--- src/rtl/light_pkg.sv ---
// Shared lighting definitions: ramp state encoding, prescaler sizing and
// the common PWM code width used by pwm_gen and the brightness controller.
package light_pkg;

  localparam int PWM_VALUE_SIZE = 8;

  typedef enum logic [1:0] {
    IDLE = 2'd0,
    UP   = 2'd1,
    DOWN = 2'd2
  } ramp_state_t;

  function automatic int prescaler_width(
    input int unsigned mhz,
    input int unsigned us
  );
    int unsigned p;
    p = mhz * us;
    if (p <= 1) return 1;
    return $clog2(p);
  endfunction

endpackage

--- src/rtl/ramp_tick_gen.sv ---
// Step-period prescaler: counts 0..PERIOD-1 while enabled, pulses tick_o
// on the last count, and returns to 0 when cleared or disabled.
module ramp_tick_gen #(
  parameter int PERIOD = 4,
  parameter int CNT_W  = 2
) (
  input  logic clk_i,
  input  logic rst_i,
  input  logic clr_i,
  input  logic en_i,
  output logic tick_o
);

  localparam logic [CNT_W-1:0] LAST = CNT_W'(PERIOD - 1);

  logic [CNT_W-1:0] r_cnt;
  logic             w_last;

  assign w_last = (r_cnt == LAST);
  assign tick_o = en_i & w_last;

  always_ff @(posedge clk_i) begin
    if (rst_i || clr_i || !en_i) begin
      r_cnt <= '0;
    end else if (w_last) begin
      r_cnt <= '0;
    end else begin
      r_cnt <= r_cnt + 1'b1;
    end
  end

endmodule

--- src/rtl/brightness_ramp.sv ---
// Fades value_o toward target_i by STEP_SIZE once per step period,
// saturating on the target; snap_i loads the target directly.
module brightness_ramp
  import light_pkg::*;
#(
  parameter int CLOCK_FREQ_MHZ = 100,
  parameter int STEP_PERIOD_US = 1000,
  parameter int PWM_VALUE_SIZE = light_pkg::PWM_VALUE_SIZE,
  parameter int STEP_SIZE      = 1
) (
  input  logic                      clk_i,
  input  logic                      rst_i,
  input  logic [PWM_VALUE_SIZE-1:0] target_i,
  input  logic                      snap_i,
  output logic [PWM_VALUE_SIZE-1:0] value_o,
  output logic                      busy_o,
  output logic                      done_o
);

  localparam int P  = CLOCK_FREQ_MHZ * STEP_PERIOD_US;
  localparam int PW = prescaler_width(CLOCK_FREQ_MHZ, STEP_PERIOD_US);
  localparam int N  = PWM_VALUE_SIZE;

  localparam logic [N:0] STEP = (N+1)'(STEP_SIZE);

  ramp_state_t r_state;
  ramp_state_t w_state_nxt;
  logic [N-1:0] r_value;
  logic [N-1:0] w_value_nxt;
  logic         r_busy;
  logic         r_done;
  logic         w_done_nxt;
  logic         w_tick;
  logic         w_clr;
  logic         w_en;
  logic [N:0]   w_tgt;
  logic [N:0]   w_val;
  logic [N:0]   w_up_diff;
  logic [N:0]   w_dn_diff;

  assign w_tgt     = {1'b0, target_i};
  assign w_val     = {1'b0, r_value};
  assign w_up_diff = w_tgt - w_val;
  assign w_dn_diff = w_val - w_tgt;

  // Any state change (entry, reversal, landing) or snap restarts the period
  assign w_en  = (r_state != IDLE);
  assign w_clr = snap_i | (w_state_nxt != r_state);

  ramp_tick_gen #(
    .PERIOD (P),
    .CNT_W  (PW)
  ) u_tick (
    .clk_i  (clk_i),
    .rst_i  (rst_i),
    .clr_i  (w_clr),
    .en_i   (w_en),
    .tick_o (w_tick)
  );

  always_comb begin
    w_state_nxt = r_state;
    w_value_nxt = r_value;
    w_done_nxt  = 1'b0;
    if (snap_i) begin
      w_value_nxt = target_i;
      w_state_nxt = IDLE;
    end else begin
      unique case (r_state)
        IDLE: begin
          if (w_tgt > w_val)      w_state_nxt = UP;
          else if (w_tgt < w_val) w_state_nxt = DOWN;
        end
        UP: begin
          if (w_tgt < w_val) begin
            w_state_nxt = DOWN;
          end else if (w_tgt == w_val) begin
            w_state_nxt = IDLE;
            w_done_nxt  = 1'b1;
          end else if (w_tick) begin
            if (w_up_diff > STEP) begin
              w_value_nxt = N'(w_val + STEP);
            end else begin
              w_value_nxt = target_i;
              w_state_nxt = IDLE;
              w_done_nxt  = 1'b1;
            end
          end
        end
        DOWN: begin
          if (w_tgt > w_val) begin
            w_state_nxt = UP;
          end else if (w_tgt == w_val) begin
            w_state_nxt = IDLE;
            w_done_nxt  = 1'b1;
          end else if (w_tick) begin
            if (w_dn_diff > STEP) begin
              w_value_nxt = N'(w_val - STEP);
            end else begin
              w_value_nxt = target_i;
              w_state_nxt = IDLE;
              w_done_nxt  = 1'b1;
            end
          end
        end
        default: w_state_nxt = IDLE;
      endcase
    end
  end

  always_ff @(posedge clk_i) begin
    if (rst_i) begin
      r_state <= IDLE;
      r_value <= '0;
      r_busy  <= 1'b0;
      r_done  <= 1'b0;
    end else begin
      r_state <= w_state_nxt;
      r_value <= w_value_nxt;
      r_busy  <= (w_state_nxt != IDLE);
      r_done  <= w_done_nxt;
    end
  end

  assign value_o = r_value;
  assign busy_o  = r_busy;
  assign done_o  = r_done;

endmodule
--- config.mk ---
export PLATFORM = sky130hd
export DESIGN_NAME = brightness_ramp
export DESIGN_NICKNAME = d
export VERILOG_FILES = /design/src/rtl/light_pkg.sv /design/src/rtl/ramp_tick_gen.sv /design/src/rtl/brightness_ramp.sv
export SDC_FILE = /design/constraint.sdc
export NUM_CORES = 1
export LEC_CHECK = 0
export ABC_AREA = 1
export BUFFER_PORTS_ARGS = -buffer_cell sky130_fd_sc_hd__buf_2
export CAP_MARGIN = 20
export CORE_UTILIZATION = 47
export CTS_CLUSTER_DIAMETER = 200
export CTS_CLUSTER_SIZE = 10
export DETAILED_ROUTE_END_ITERATION = 16
export PLACE_DENSITY_LB_ADDON = 0.25
export REMOVE_ABC_BUFFERS = 1
export SLEW_MARGIN = 20
export SYNTH_ARGS = -nofsm -noshare
export SYNTH_HDL_FRONTEND = slang
export SYNTH_SLANG_ARGS = --single-unit
--- constraint.sdc ---
create_clock -name clk_i -period 4 [get_ports clk_i]
set_input_delay 0.2 -clock clk_i [delete_from_list [all_inputs] [get_ports clk_i]]
set_output_delay 0.2 -clock clk_i [all_outputs]
set_load 0.01 [all_outputs]
== After elaboration in Yosys (flattened, before gate mapping) ==
Cells that the tools add are included.
Storage, ports and cells
  flip-flop bits (word level): 29
  input bits: 11
  output and inout port bits: 10
  logic and storage cells: 68
Cells by class
  add/subtract/negate cells: 5
  $lt $le $gt $ge: 4
  eq/ne operators: 11
  muxes and demuxes: 31
  bitwise logic cells: 2
  reductions and logical operators: 10
Operators with widths (count)
  $mux 8: 9
  $mux 2: 11
  $gt 9x1->1 const B: 2
  $sub 8x8->9: 2
  $add 17x1->17 const B: 1
  $eq 17x17->1 const B: 1
  $pmux 8 s2: 1
  $ne 3x3->1 const B: 4
  $add 8x1->8 const B: 1
  $eq 8x8->1: 1
  $gt 8x8->1: 1
  $lt 8x8->1: 1
  $mux 1: 8
  $sub 8x1->8 const B: 1
  $reduce_and 7->1: 1
  $ne 3x2->1 const B: 2
  $pmux 2 s3: 1
  $reduce_bool 2->1: 2
  $reduce_or 2->1: 2
  $reduce_bool 3->1: 1
  $eq 2x1->1 const B: 1
  $eq 2x2->1 const B: 1
  $logic_not 2->1: 1
  $logic_or 1x1->1: 2
  other kinds (5): 5

== Longest topological paths before layout ==
Gate-level depths: netlist of the first run.
  depth in word-level cells: 13
  gate-level depth with buffers: 23
  gate-level depth less buffers: 22

== Hierarchy ==
A second synthesis of the first run with hierarchy kept.
Second synthesis, totals
  cell total of the unflattened synthesis: 497
  area total of the unflattened synthesis: 3035.4 µm²
By module, submodules not included
  brightness_ramp: instances 1, cells each 350, area each 2044.5 µm², sequential area each 240.2 µm²
  ramp_tick_gen: instances 1, cells each 147, area each 991.0 µm², sequential area each 340.3 µm²

== Least setup slack after synthesis of the first run ==
No wires, ideal clock.
  path kind: register -> register
  start: register r_value[0] (netlist: value_o[0])
  end: register u_tick.r_cnt[9]
  library setup time: 0.117 ns
  data arrival time: 2.494 ns
  required time: 3.883 ns
  setup slack: 1.389 ns
  cell stages (with the launch flop): 23
  buffers on the path: 1
  period minus slack after synthesis: 2.611 ns
  path through: dfxtp_1 inv_1 ha_1 fa_1 inv_1 nand2_1 nand2_1 nand2_1 nand2_1 nand2_1 nor2_1 nand2_1 nor2_2 nand3_2 nand3_1 nand3_2 nand2_2 nand2_1 nand2_1 nor2_2 nand2_4 buf_6 nor2_2
On the way
  word-level cells in the longest chain between the ends: 13
  elaborated cells between the ends (all ways): 24
  classes of those cells: 2 x add/sub; 4 x order compare; 2 x eq/ne; 12 x mux; 1 x bitwise; 3 x reduce/logical
RTL lines
  start: declaration: line brightness_ramp.sv:28  | logic [N-1:0] r_value;
  start signal: assignment: line brightness_ramp.sv:119  | r_value <= w_value_nxt;
  $sub 8x8->9, on equally long branches: line brightness_ramp.sv:44, brightness_ramp.sv:43
  $gt 9x1->1, on equally long branches: line brightness_ramp.sv:97, brightness_ramp.sv:81
  $mux 2, on equally long branches: line brightness_ramp.sv:97, brightness_ramp.sv:81
  $mux 2, on equally long branches: line brightness_ramp.sv:96, brightness_ramp.sv:80
  $mux 2, on equally long branches: line brightness_ramp.sv:93, brightness_ramp.sv:77
  $mux 2, on equally long branches: line brightness_ramp.sv:91, brightness_ramp.sv:75
  $pmux 2 s3 (*): line brightness_ramp.sv:69  | unique case (r_state)
  $mux 2 (*): line brightness_ramp.sv:65  | if (snap_i) begin
  $ne 2x2->1 (*): line brightness_ramp.sv:48  | assign w_clr = snap_i | (w_state_nxt != r_state);
  $or 1x1->1 (*): line brightness_ramp.sv:48
  $logic_or 1x1->1 (*) (2 in series): line ramp_tick_gen.sv:23  | if (rst_i || clr_i || !en_i) begin
  $reduce_or 2->1 (no line) (*)
  end signal: assignment: line ramp_tick_gen.sv:28  | r_cnt <= r_cnt + 1'b1;
  end: declaration: line ramp_tick_gen.sv:16  | logic [CNT_W-1:0] r_cnt;
Mark *: on every way between the ends. The rest lies on a longest branch, timed or not.
A chain may end at the register's enable or synchronous reset.

== Worst setup path after layout of the first run ==
  start: register r_value[0] (netlist: value_o[0])
  end: register r_value[3] (netlist: value_o[3])
On the way
  word-level cells in the longest chain between the ends: 8
  elaborated cells between the ends (all ways): 24
  classes of those cells: 4 x add/sub; 4 x order compare; 5 x eq/ne; 10 x mux; 1 x reduce/logical
RTL lines (line)
  $sub 8x8->9, on equally long branches: brightness_ramp.sv:44, brightness_ramp.sv:43
  $gt 9x1->1, on equally long branches: brightness_ramp.sv:97, brightness_ramp.sv:81
  $mux 8, on equally long branches: brightness_ramp.sv:97, brightness_ramp.sv:81
  $mux 8, on equally long branches: brightness_ramp.sv:96, brightness_ramp.sv:80
  $mux 8, on equally long branches: brightness_ramp.sv:93, brightness_ramp.sv:77
  $mux 8, on equally long branches: brightness_ramp.sv:91, brightness_ramp.sv:75
  $pmux 8 s2: brightness_ramp.sv:69
  $mux 8: brightness_ramp.sv:65
Parallel ways exist; a longest one is shown, timed or not. The select of a mux whose other input is x is not followed.

==> metrics.md, run 1 <==
| Metric | Value |
|---|---|
| Max cap viols | 0 |
| Critical path depth in cells | 17 |
| Synth-to-Final Area Change | 7.79% |
| Setup_tns | 0 ns |
| Critical Path RT | roughly 4.2 ns |
| Worst Clk Skew | 0.00976 ns |
| Antenna violations before repair | 0 |
| Post-Syn Instances | 445 |
| # clock sinks | 29 |
| Post-CTS Hold Buffers | 0 |
| Syn. warnings | 0 |
| Worst-path clk slew | around 0.07 ns |
| Highest Clock Rate | 0.329 GHz |
| Die width | 79.8 um |
| Setup Viol. Count Final | 0 |
| Die H | 79.8 um |
| CTS tree | done |
| R2r setup slk | 0.96 ns |
| Initial core utilization | 0.501 |
| RSZ-0062 raised after global routing | false |
| Largest net degree at the start of global routing | 18 |
| Startpoint Class | flop |
| # fillers | 576 |
| Finished Layout Cells | between 500 and 600 |
| Util after Layout | 0.540 |
| Min-delay worst type | input pin to flop |
| Commonest non-fill, non-tap cell in the layout | nand2_1 |
| Final hold vios | 0 |
| Iteration-0 DRC Markers | 165 |
| Placed insts | 528 |
| Crit path DAT | 3.22 ns |
| CP top delay family | simple AND/OR/NAND/NOR gates |
| Nets | 499 |
| Worst Max-Slew Pin Slew | around 0.5 ns |
| Max incr delay on CP | 0.45 ns |
| Crit Path Category | flop to flop |
| Pre-Repair DR Iteration Count | 4 |
| Synthesized area per cell | 6.39 um2 |
| Vias per std cell | roughly 5.2 |
| Placer Congestion | 0.922 |
| P_leak | 1.47 nW |
| Status | finished clean |
| Overall Power | about 0.78 mW |
| Post-Syn Area | approximately 0.0028 mm2 |
| Worst-path cell chain | inv_1 -> ha_1 -> fa_1 -> inv_1 -> nand2_1 -> nand2_1 -> nand2_1 -> nand2_1 -> nand2_1 -> nor2_1 -> nand2_1 -> nor2_2 -> nand2_1 -> a211oi_1 -> o21ai_0 -> o211ai_1 -> inv_1 |
| CP Capture Type | flop |
| Final Cycle Share | 0.760 |
| Total GRT Usage | 0.227 |
| FP Rows | 27 |
| Worst path most repeated cell | nand2_1 |
| Peak supply drop | 0.208 mV |
| DR WL/cell | 12.6 um |
| Seq cells post-synth | 29 |
| Clk buf depth | 2 |
| Max Slew Vio Count | 0 |
| # diodes | 0 |
| CP startpoint | value_o[0] |
| DP HPWL | 5.31 mm |
| Final min period | roughly 3 ns |
| Grt total ovfl | 0 |
| Root Buffer | clkbuf_8 |
| Seq/Total Area, Yosys | 0.204 |
| Final ANT Viol Nets | 0 |
| First-pass GRT wire length | approximately 11 mm |
| H-tree depth | 2 |
| Detailed Route WL | between 6 and 7 mm |
| PD cells | about 250 mW/mm2 |
| Core ar. | 0.00568 mm2 |
| WP buf/inv | 3 |
| I/O pin cnt | 21 |
| CTS Buf Count | 5 |
| Critical R2R Capture | value_o[3] |
| Post-synthesis cell type count | 33 |
| Post-CTS setup buffer count | 0 |
| Crit Path Max Fanout | 15 |
| CP endpoint | value_o[3] |
| Cts repair resizes | 0 |
| Vias in the first global route | 2572 |
| Layout cell share with drive strength beyond 1 | 0.121 |
| Commonest cells after routing, fill and taps aside | nand2_1, inv_1, nand3_1 |
| Slowest-stage cell, CP | dfxtp_1 |
| Die area | between 0.006 and 0.007 mm2 |
| Clk_lat worst skew | 0.28 ns |
| Relative max-transition margin | 0.658 |
| Port-buffer cells | 20 |
| Cell count of the worst reg-to-reg path | 17 |
| DR DRC count | 0 |
| Reg-to-reg startpoint | value_o[0] |
| Via Count | 2803 |
==> metrics by stage <==
stage	worst slack [ns]	hold slack [ns]	area (um2)
final	0.961	0.218	3070
after global routing	0.640	0.253	3070
after CTS	1.03	0.204	3070
after detailed placement	1.06	0.440	2980
after global placement	1.12	0.428	2980
after floorplan	1.44	0.269	2790
==> per-layer routing <==
layer	share of wire	GRT usage
met1	0.45	0.280
met2	0.48	0.385
met3	0.045	0.0331
met5	0	0
met4	0.028	0.107
==> where the power goes <==
part / internal (mW) / leakage, nW / switching (mW)
combinational: 0.0855 / 1.19 / 0.153
sequential: 0.297 / 0.236 / 0.0145
clock: 0.120 / 0.0450 / 0.111
total: 0.502 / 1.47 / 0.278
==> flip-flops by register name (all words and copies together) (netlist names) <==
name and count:
busy_o 1, done_o 1, r_state 2, u_tick.r_cnt 17, value_o 8
==> cell usage after synthesis, drive strengths merged <==
library cell	n	share of area
a211oi	2	0.0053
a21boi	3	0.0079
a21oi	26	0.046
a31oi	4	0.0088
buf	4	0.011
clkbuf	5	0.0066
clkinv	2	0.0026
dfxtp	29	0.20
fa	2	0.014
ha	23	0.10
inv	75	0.099
nand2	99	0.14
nand3	44	0.081
nand3b	2	0.0053
nand4	9	0.022
nor2	48	0.077
nor3	10	0.018
nor4	1	0.0022
o211ai	8	0.021
o21ai	20	0.037
o21bai	1	0.0026
or2	2	0.0062
xnor2	2	0.0062
xor2	24	0.074
==> kinds of logic (layout without fill, tap and decap cells) <==
family,after synthesis,in the layout,share of synthesized area
flops,29,29,0.204
fa+ha+maj,25,25,0.115
simple gates,215,215,0.353
compound gates,64,64,0.128
xor+xnor,26,26,0.0801
buf+inv,86,105,0.120
==> tightest hold or removal path, delay by kind of cell <==
family	cells	cell delay, ns
AOI/OAI and AO/OA	1	0.07
buffers and inverters	1	0.12
and+or+nand+nor	1	0.06
==> how the worst min path moves through the flow <==
stage | startpoint | to | cells past startpoint
global route | target_i[7] | value_o[7] | 3
global placement | u_tick.r_cnt[0] | u_tick.r_cnt[0] | 1
detailed placement | u_tick.r_cnt[0] | u_tick.r_cnt[0] | 1
floorplan | rst_i | busy_o | 1
finish | target_i[7] | value_o[7] | 3
CTS | target_i[7] | value_o[7] | 3
==> final cells by class <==
cell class / count / area, um2 / share of cell area
multi-input combinational: 330 / 1920 / 0.627
clock buffer: 6 / 72.6 / 0.0237
clock inverter: 2 / 10.0 / 0.00327
sequential: 29 / 581 / 0.189
inverter: 77 / 289 / 0.0943
tap: 72 / 90.1 / 0.0294
timing repair buffer: 20 / 100 / 0.0327
(Power assumes the default switching activity.)
==> run 2, diff against run 1 <==
Clock period 4 ns to 2.75 ns, I/O delays scaled along.
==> run 2 against run 1 <==
Net effect: worst hold slack lost 0.050 ns; maximum frequency up 14%; cell count grew 3.4%; flip-flop and latch count unchanged; global-route usage rose by 0.40 points; largest cell class unchanged.
==> metrics.md, run 2 (synthesized netlist as in run 1, its figures left out) <==
| Metric | Value |
|---|---|
| Worst Clk Skew | 0.00447 ns (-0.00529 ns) |
| Peak supply drop | 0.353 mV (+70%) |
| Die area | 0.00637 mm2 (unchanged) |
| Largest Register | u_tick.r_cnt |
| Final ANT Viol Nets | 0 (unchanged) |
| Max reg flops | 17 (unchanged) |
| H-tree depth | 2 (unchanged) |
| Max cap viols | 0 (unchanged) |
| Die H | 79.8 um (unchanged) |
| # clock sinks | 29 (unchanged) |
| DP HPWL | 5.20 mm (-2.1%) |
| FP Rows | 27 (unchanged) |
| Core ar. | 0.00568 mm2 (unchanged) |
| Port-buffer cells | 20 (unchanged) |
| Max Slew Vio Count | 0 (unchanged) |
| Largest net degree at the start of global routing | 18 (unchanged) |
| # diodes | 0 (unchanged) |
| Final min period | 2.68 ns (-0.362 ns) |
| Nets | 517 (+3.6%) |
| DR DRC count | 0 (unchanged) |
| Synth-to-Final Area Change | 17.7% |
| Startpoint Class | flop |
| Dpl ws | 0.0445 ns (-1.01 ns) |
| Placer Congestion | 0.927 (+0.57%) |
| Final WS setup | 0.0723 ns (-0.888 ns) |
| Placed insts | 540 (+2.3%) |
| Commonest cells after routing, fill and taps aside | nand2_1, inv_1, nand3_1 |
| Iteration-0 DRC Markers | 160 (-3.0%) |
| Worst-path clk slew | 0.07 ns (about the same) |
| Initial core utilization | 0.501 (unchanged) |
| Critical Path RT | 2.93 ns (-1.25 ns) |
| First-pass GRT wire length | 11.6 mm (+2.2%) |
| Setup Viol. Count Final | 0 (unchanged) |
| Crit Path Max Fanout | 8 (-7) |
| Antenna violations before repair | 0 (unchanged) |
| Total GRT Usage | 0.231 (+0.00404) |
| Crit Path Category | flop to flop |
| Highest Clock Rate | 0.373 GHz (+14%) |
| I/O pin cnt | 21 (unchanged) |
| Vias in the first global route | 2670 (+3.8%) |
| CTS tree | done |
| Die width | 79.8 um (unchanged) |
| Final hold vios | 0 (unchanged) |
| Clk buf depth | 2 (unchanged) |
| Clk_lat worst skew | 0.28 ns (about the same) |
| Crit path DAT | 2.86 ns (-0.36 ns) |
| RSZ-0062 raised after global routing | true |
| WHS | 0.168 ns (-0.0497 ns) |
| Pre-Repair DR Iteration Count | 5 (+1) |
| Via Count | 2944 (+5.0%) |
| P_leak | 1.58 nW (+7.8%) |
| Final Cycle Share | 0.974 (+0.214) |
| Layout cell share with drive strength beyond 1 | 0.189 (+0.0681) |
| Detailed Route WL | 7.12 mm (+5.6%) |
| CTS Buf Count | 5 (unchanged) |
| Relative max-transition margin | 0.734 (+0.0758) |
| Root Buffer | clkbuf_8 |
| DR WL/cell | 12.9 um (+2.1%) |
| CP Capture Type | flop |
| Status | finished clean |
| Vias per std cell | 5.31 (+1.6%) |
| # fillers | 557 (-3.3%) |
| Worst Max-Slew Pin Slew | 0.395 ns (-0.116 ns) |
| Post-CTS Hold Buffers | 0 (unchanged) |
| PD cells | 391 mW/mm2 (+54%) |
| Min-delay worst type | input pin to flop |
| Commonest non-fill, non-tap cell in the layout | nand2_1 |
| Finished Layout Cells | 554 (+3.4%) |
| Grt total ovfl | 0 (unchanged) |
==> run 2: changes by cell type in the layout (fill, tap and decap cells not counted), sizes merged <==
cell / change
clkinv: -2
buf: +16
nand2: +2
clkbuf: +1
bufinv: +1
==> run 2: cell type report <==
type                    instances  area (um2)  area share
clock inverters                 1        30.0     0.00897
clock buffers                   7        86.3      0.0258
multi-input cells             332        2030       0.607
flip-flops and latches         29         583       0.174
well taps                      72        90.1      0.0269
inverters                      77         289      0.0864
repair buffers                 36         236      0.0707
==> run 2: worst max-delay path: stages, from the launching register on <==
cell and delay [ns]:
dfxtp_2 0.34, inv_2 0.05, ha_4 0.16, fa_2 0.39
inv_2 0.08, nand2_4 0.06, nand2_4 0.09, nand2_2 0.05
nand2_1 0.05, nand2_1 0.06, nor2_1 0.11, nand2_1 0.10
nor2_2 0.16, nand3_2 0.11, nand3_2 0.10, nand3_2 0.11
nand2_2 0.10, nand2_2 0.05, nand2_2 0.09, nor2_4 0.05
buf_12 0.13, nand2_8 0.09, nor2_1 0.04
==> run 2: power by group <==
part,total [mW],internal (mW),switching [mW]
clock,0.461,0.295,0.166
combinational,0.401,0.149,0.252
sequential,0.447,0.432,0.0147
==> run 2: path summary, 6_finish.rpt <==
check | slack (ns) | cells after the start | end | start
max | 0.07 | 22 | u_tick.r_cnt[4] | value_o[0]
min reg2reg | 0.45 | 1 | u_tick.r_cnt[0] | u_tick.r_cnt[0]
min | 0.17 | 3 | value_o[7] | target_i[7]
max reg2reg | 0.07 | 22 | u_tick.r_cnt[4] | value_o[0]
==> run 2: metal layers <==
layer / GRT usage / up-vias / share of wire
met5: 0 / - / 0
met4: 0.0786 / 0 / 0.017
met3: 0.0411 / 13 / 0.046
met2: 0.392 / 92 / 0.48
met1: 0.292 / 1340 / 0.46
li1: - / 1499 / -
==> run 2: what timing repair did <==
item | CTS | global route
endpoints found under the setup margin | 0 | 25
buffers inserted | 0 | 4
resized for setup | 0 | 28
==> run 2: metrics by stage <==
stage | util | power (mW) | area [um2] | TNS (ns)
final | 0.590 | 1.31 | 3350 | 0
after global routing | 0.590 | 1.38 | 3350 | -1.45
after CTS | 0.562 | 1.27 | 3190 | 0
after detailed placement | 0.541 | 0.811 | 3070 | 0
after global placement | 0.541 | 0.809 | 3070 | 0
after floorplan | - | 0.716 | 2790 | 0
==> run 3, diff against run 2 <==
Settings changed: CORE_ASPECT_RATIO set to 0.6, GPL_TIMING_DRIVEN set to 0.
==> run 3 against run 2 <==
Net effect: the flow now finishes with violations (setup timing); register-to-register slack worse by 0.08 ns; count of clock-buffer cells in the layout rose by 1; cell count rose by 0.18%; largest cell class unchanged; first-iteration DRC count rose by 26%; critical path type unchanged; flip-flop and latch count did not move; clock skew up 0.0067 ns; highest routed layer unchanged; maximum frequency shrank 2.8%; worst hold slack lost 0.028 ns; global-route usage up 1.6 points; via count decreased by 0.44%; critical path depth decreased by 5; sequential share of layout area shrank 0.17 points.
==> metrics.md, run 3 (synthesized netlist as in run 1, its figures left out) <==
| Metric | Value |
|---|---|
| Status | complete, but fails checks |
| Failing checks | setup timing |
| Switching share of total power | 0.368 (+0.0378) |
| Max Slew Vio Count | 0 (unchanged) |
| Clock Power Share | 0.279 (-0.073) |
| Highest Clock Rate | 0.363 GHz (-2.8%) |
| Port-buffer cells | 20 (unchanged) |
| RSZ-0062 raised after global routing | true |
| Final ANT Viol Nets | 0 (unchanged) |
| Commonest cells after routing, fill and taps aside | nand2_1, inv_1, nand3_1 |
| Vias per std cell | 5.28 (-0.62%) |
| CP Capture Type | flop |
| P_leak | 1.53 nW (-3.4%) |
| # clock sinks | 29 (unchanged) |
| # fillers | 535 (-3.9%) |
| Switch Pwr | 0.448 mW (+3.5%) |
| Antenna violations before repair | 0 (unchanged) |
| Pre-Repair DR Iteration Count | 5 (unchanged) |
| Max cap viols | 0 (unchanged) |
| Grt total ovfl | 0 (unchanged) |
| Final Cycle Share | 1.00 (+0.0281) |
| Vias in the first global route | 2464 (-7.7%) |
| First-pass GRT wire length | 12.3 mm (+5.8%) |
| Die area | 0.00638 mm2 (+0.16%) |
| CTS tree | done |
| Flop pwr share | 0.375 (+0.034) |
| Max reg flops | 17 (unchanged) |
| Final hold vios | 0 (unchanged) |
| Root Buffer | clkbuf_8 |
| Crit Path Category | flop to flop |
| Via Count | 2931 (-0.44%) |
| Internal power | 0.768 mW (-12%) |
| Multi-input gate area | 0.00218 mm2 (+7.2%) |
| Worst-path clk slew | 0.07 ns (about the same) |
| DR WL/cell | 13.9 um (+7.8%) |
| Nets | 510 (-1.4%) |
| Largest net degree at the start of global routing | 16 (-2) |
| CTS Buf Count | 5 (unchanged) |
| Layout cell share with drive strength beyond 1 | 0.225 (+0.0365) |
| R2r setup slk | -0.005 ns (-0.08 ns) |
| FP Rows | 21 (-22%) |
| I/O pin cnt | 21 (unchanged) |
| Die H | 62.3 um (-22%) |
| WHS | 0.140 ns (-0.0276 ns) |
| Initial core utilization | 0.499 (-0.00231) |
| Gate power share | 0.345 (+0.038) |
| Clk_lat worst skew | 0.29 ns (about the same) |
| Iteration-0 DRC Markers | 202 (+26%) |
| DP HPWL | 5.59 mm (+7.5%) |
| Placer Congestion | 0.915 (-1.4%) |
| Peak supply drop | 0.162 mV (-54%) |
| Final WS setup | -0.00506 ns (-0.0773 ns) |
| Relative max-transition margin | 0.606 (-0.128) |
| Min-delay worst type | input pin to flop |
| Crit Path Max Fanout | 8 (unchanged) |
| Largest Register | u_tick.r_cnt |
| Final min period | 2.76 ns (+0.0773 ns) |
| Die width | 102 um (+28%) |
| Commonest non-fill, non-tap cell in the layout | nand2_1 |
| Finished Layout Cells | 555 (+0.18%) |
| # diodes | 0 (unchanged) |
| Core ar. | 0.00570 mm2 (+0.46%) |
| Critical Path RT | 2.97 ns (+0.04 ns) |
| PD cells | 355 mW/mm2 (-9.2%) |
| Setup Viol. Count Final | 8 (+8) |
| Worst Clk Skew | 0.0112 ns (+0.00674 ns) |
| Crit path DAT | 2.98 ns (+0.12 ns) |
| Startpoint Class | flop |
| Detailed Route WL | 7.69 mm (+8.0%) |
| DR DRC count | 0 (unchanged) |
| H-tree depth | 2 (unchanged) |
| Placed insts | 536 (-0.74%) |
| Register area | 591 um2 (+1.3%) |
| Worst Max-Slew Pin Slew | 0.586 ns (+0.191 ns) |
| Clk buf depth | 2 (unchanged) |
| Total GRT Usage | 0.247 (+0.0158) |
| Synth-to-Final Area Change | 20.4% |
-- run 3: changes by cell type in the layout (fill, tap and decap cells not counted), sizes merged --
cell	change
bufinv	-1
buf	-7
inv	+1
clkinv	-1
clkbuf	+1
-- run 3: path summary, 6_finish.rpt --
kind                   startpoint  cells past startpoint          endpoint
setup / recovery       value_o[0]                     17  u_tick.r_cnt[12]
hold / removal        target_i[7]                      3        value_o[7]
setup reg to reg       value_o[0]                     17  u_tick.r_cnt[12]
hold reg to reg   u_tick.r_cnt[0]                      1   u_tick.r_cnt[0]
-- run 3: per-stage QoR --
stage	total power [mW]	setup TNS [ns]	area, um2	setup slack [ns]	util
after global routing	1.29	-1.59	3420	-0.113	0.600
after global placement	0.800	-4.66	2990	-0.210	0.525
after CTS	1.16	0	3160	0.00981	0.554
after detailed placement	0.806	-5.17	2990	-0.243	0.525
after floorplan	0.716	0	2790	0.190	-
final	1.22	-0.0174	3420	-0.00506	0.600
-- run 3: metal layers --
layer  GRT usage  routed length (um)
met3      0.0507                 598
met4      0.0375                  34
met1       0.437                4230
met2       0.284                2820
met5           0                   0
-- run 3: final cells by class --
cell class / count / area share
Clock buffer: 8 / 0.0234
Inverter: 77 / 0.0859
Multi-Input combinational cell: 332 / 0.636
Sequential cell: 29 / 0.173
Tap cell: 80 / 0.0292
Timing Repair Buffer: 29 / 0.0526
-- run 3: what timing repair did --
item / CTS / global route
gates resized for setup: 18 / 49
hold buffers: 0 / 0
endpoints found under the setup margin: 25 / 25
pin swaps: 5 / 14
cloned: 2 / 0
buffers inserted: 3 / 6
-- run 3: power by group through the flow --
stage	clock, mW	sequential (mW)	combinational, mW
finish	0.339	0.456	0.420
detailed placement	0	0.462	0.344
global placement	0	0.462	0.338
CTS	0.346	0.452	0.364
global route	0.367	0.457	0.468
floorplan	0	0.460	0.255
-- run 3: worst max-delay path, stage by stage, from the launching register on --
cell      delay, ns
dfxtp_4        0.41
inv_6          0.05
ha_4           0.16
fa_2           0.50
a21boi_2       0.14
nand2_1        0.07
nor2_1         0.11
nand2_1        0.11
nor2_2         0.14
nand3_2        0.12
nand3_2        0.11
nand3_2        0.12
nand3_2        0.09
nand2_2        0.07
nor2_4         0.18
buf_12         0.15
nand2_8        0.08
nor2_2         0.08
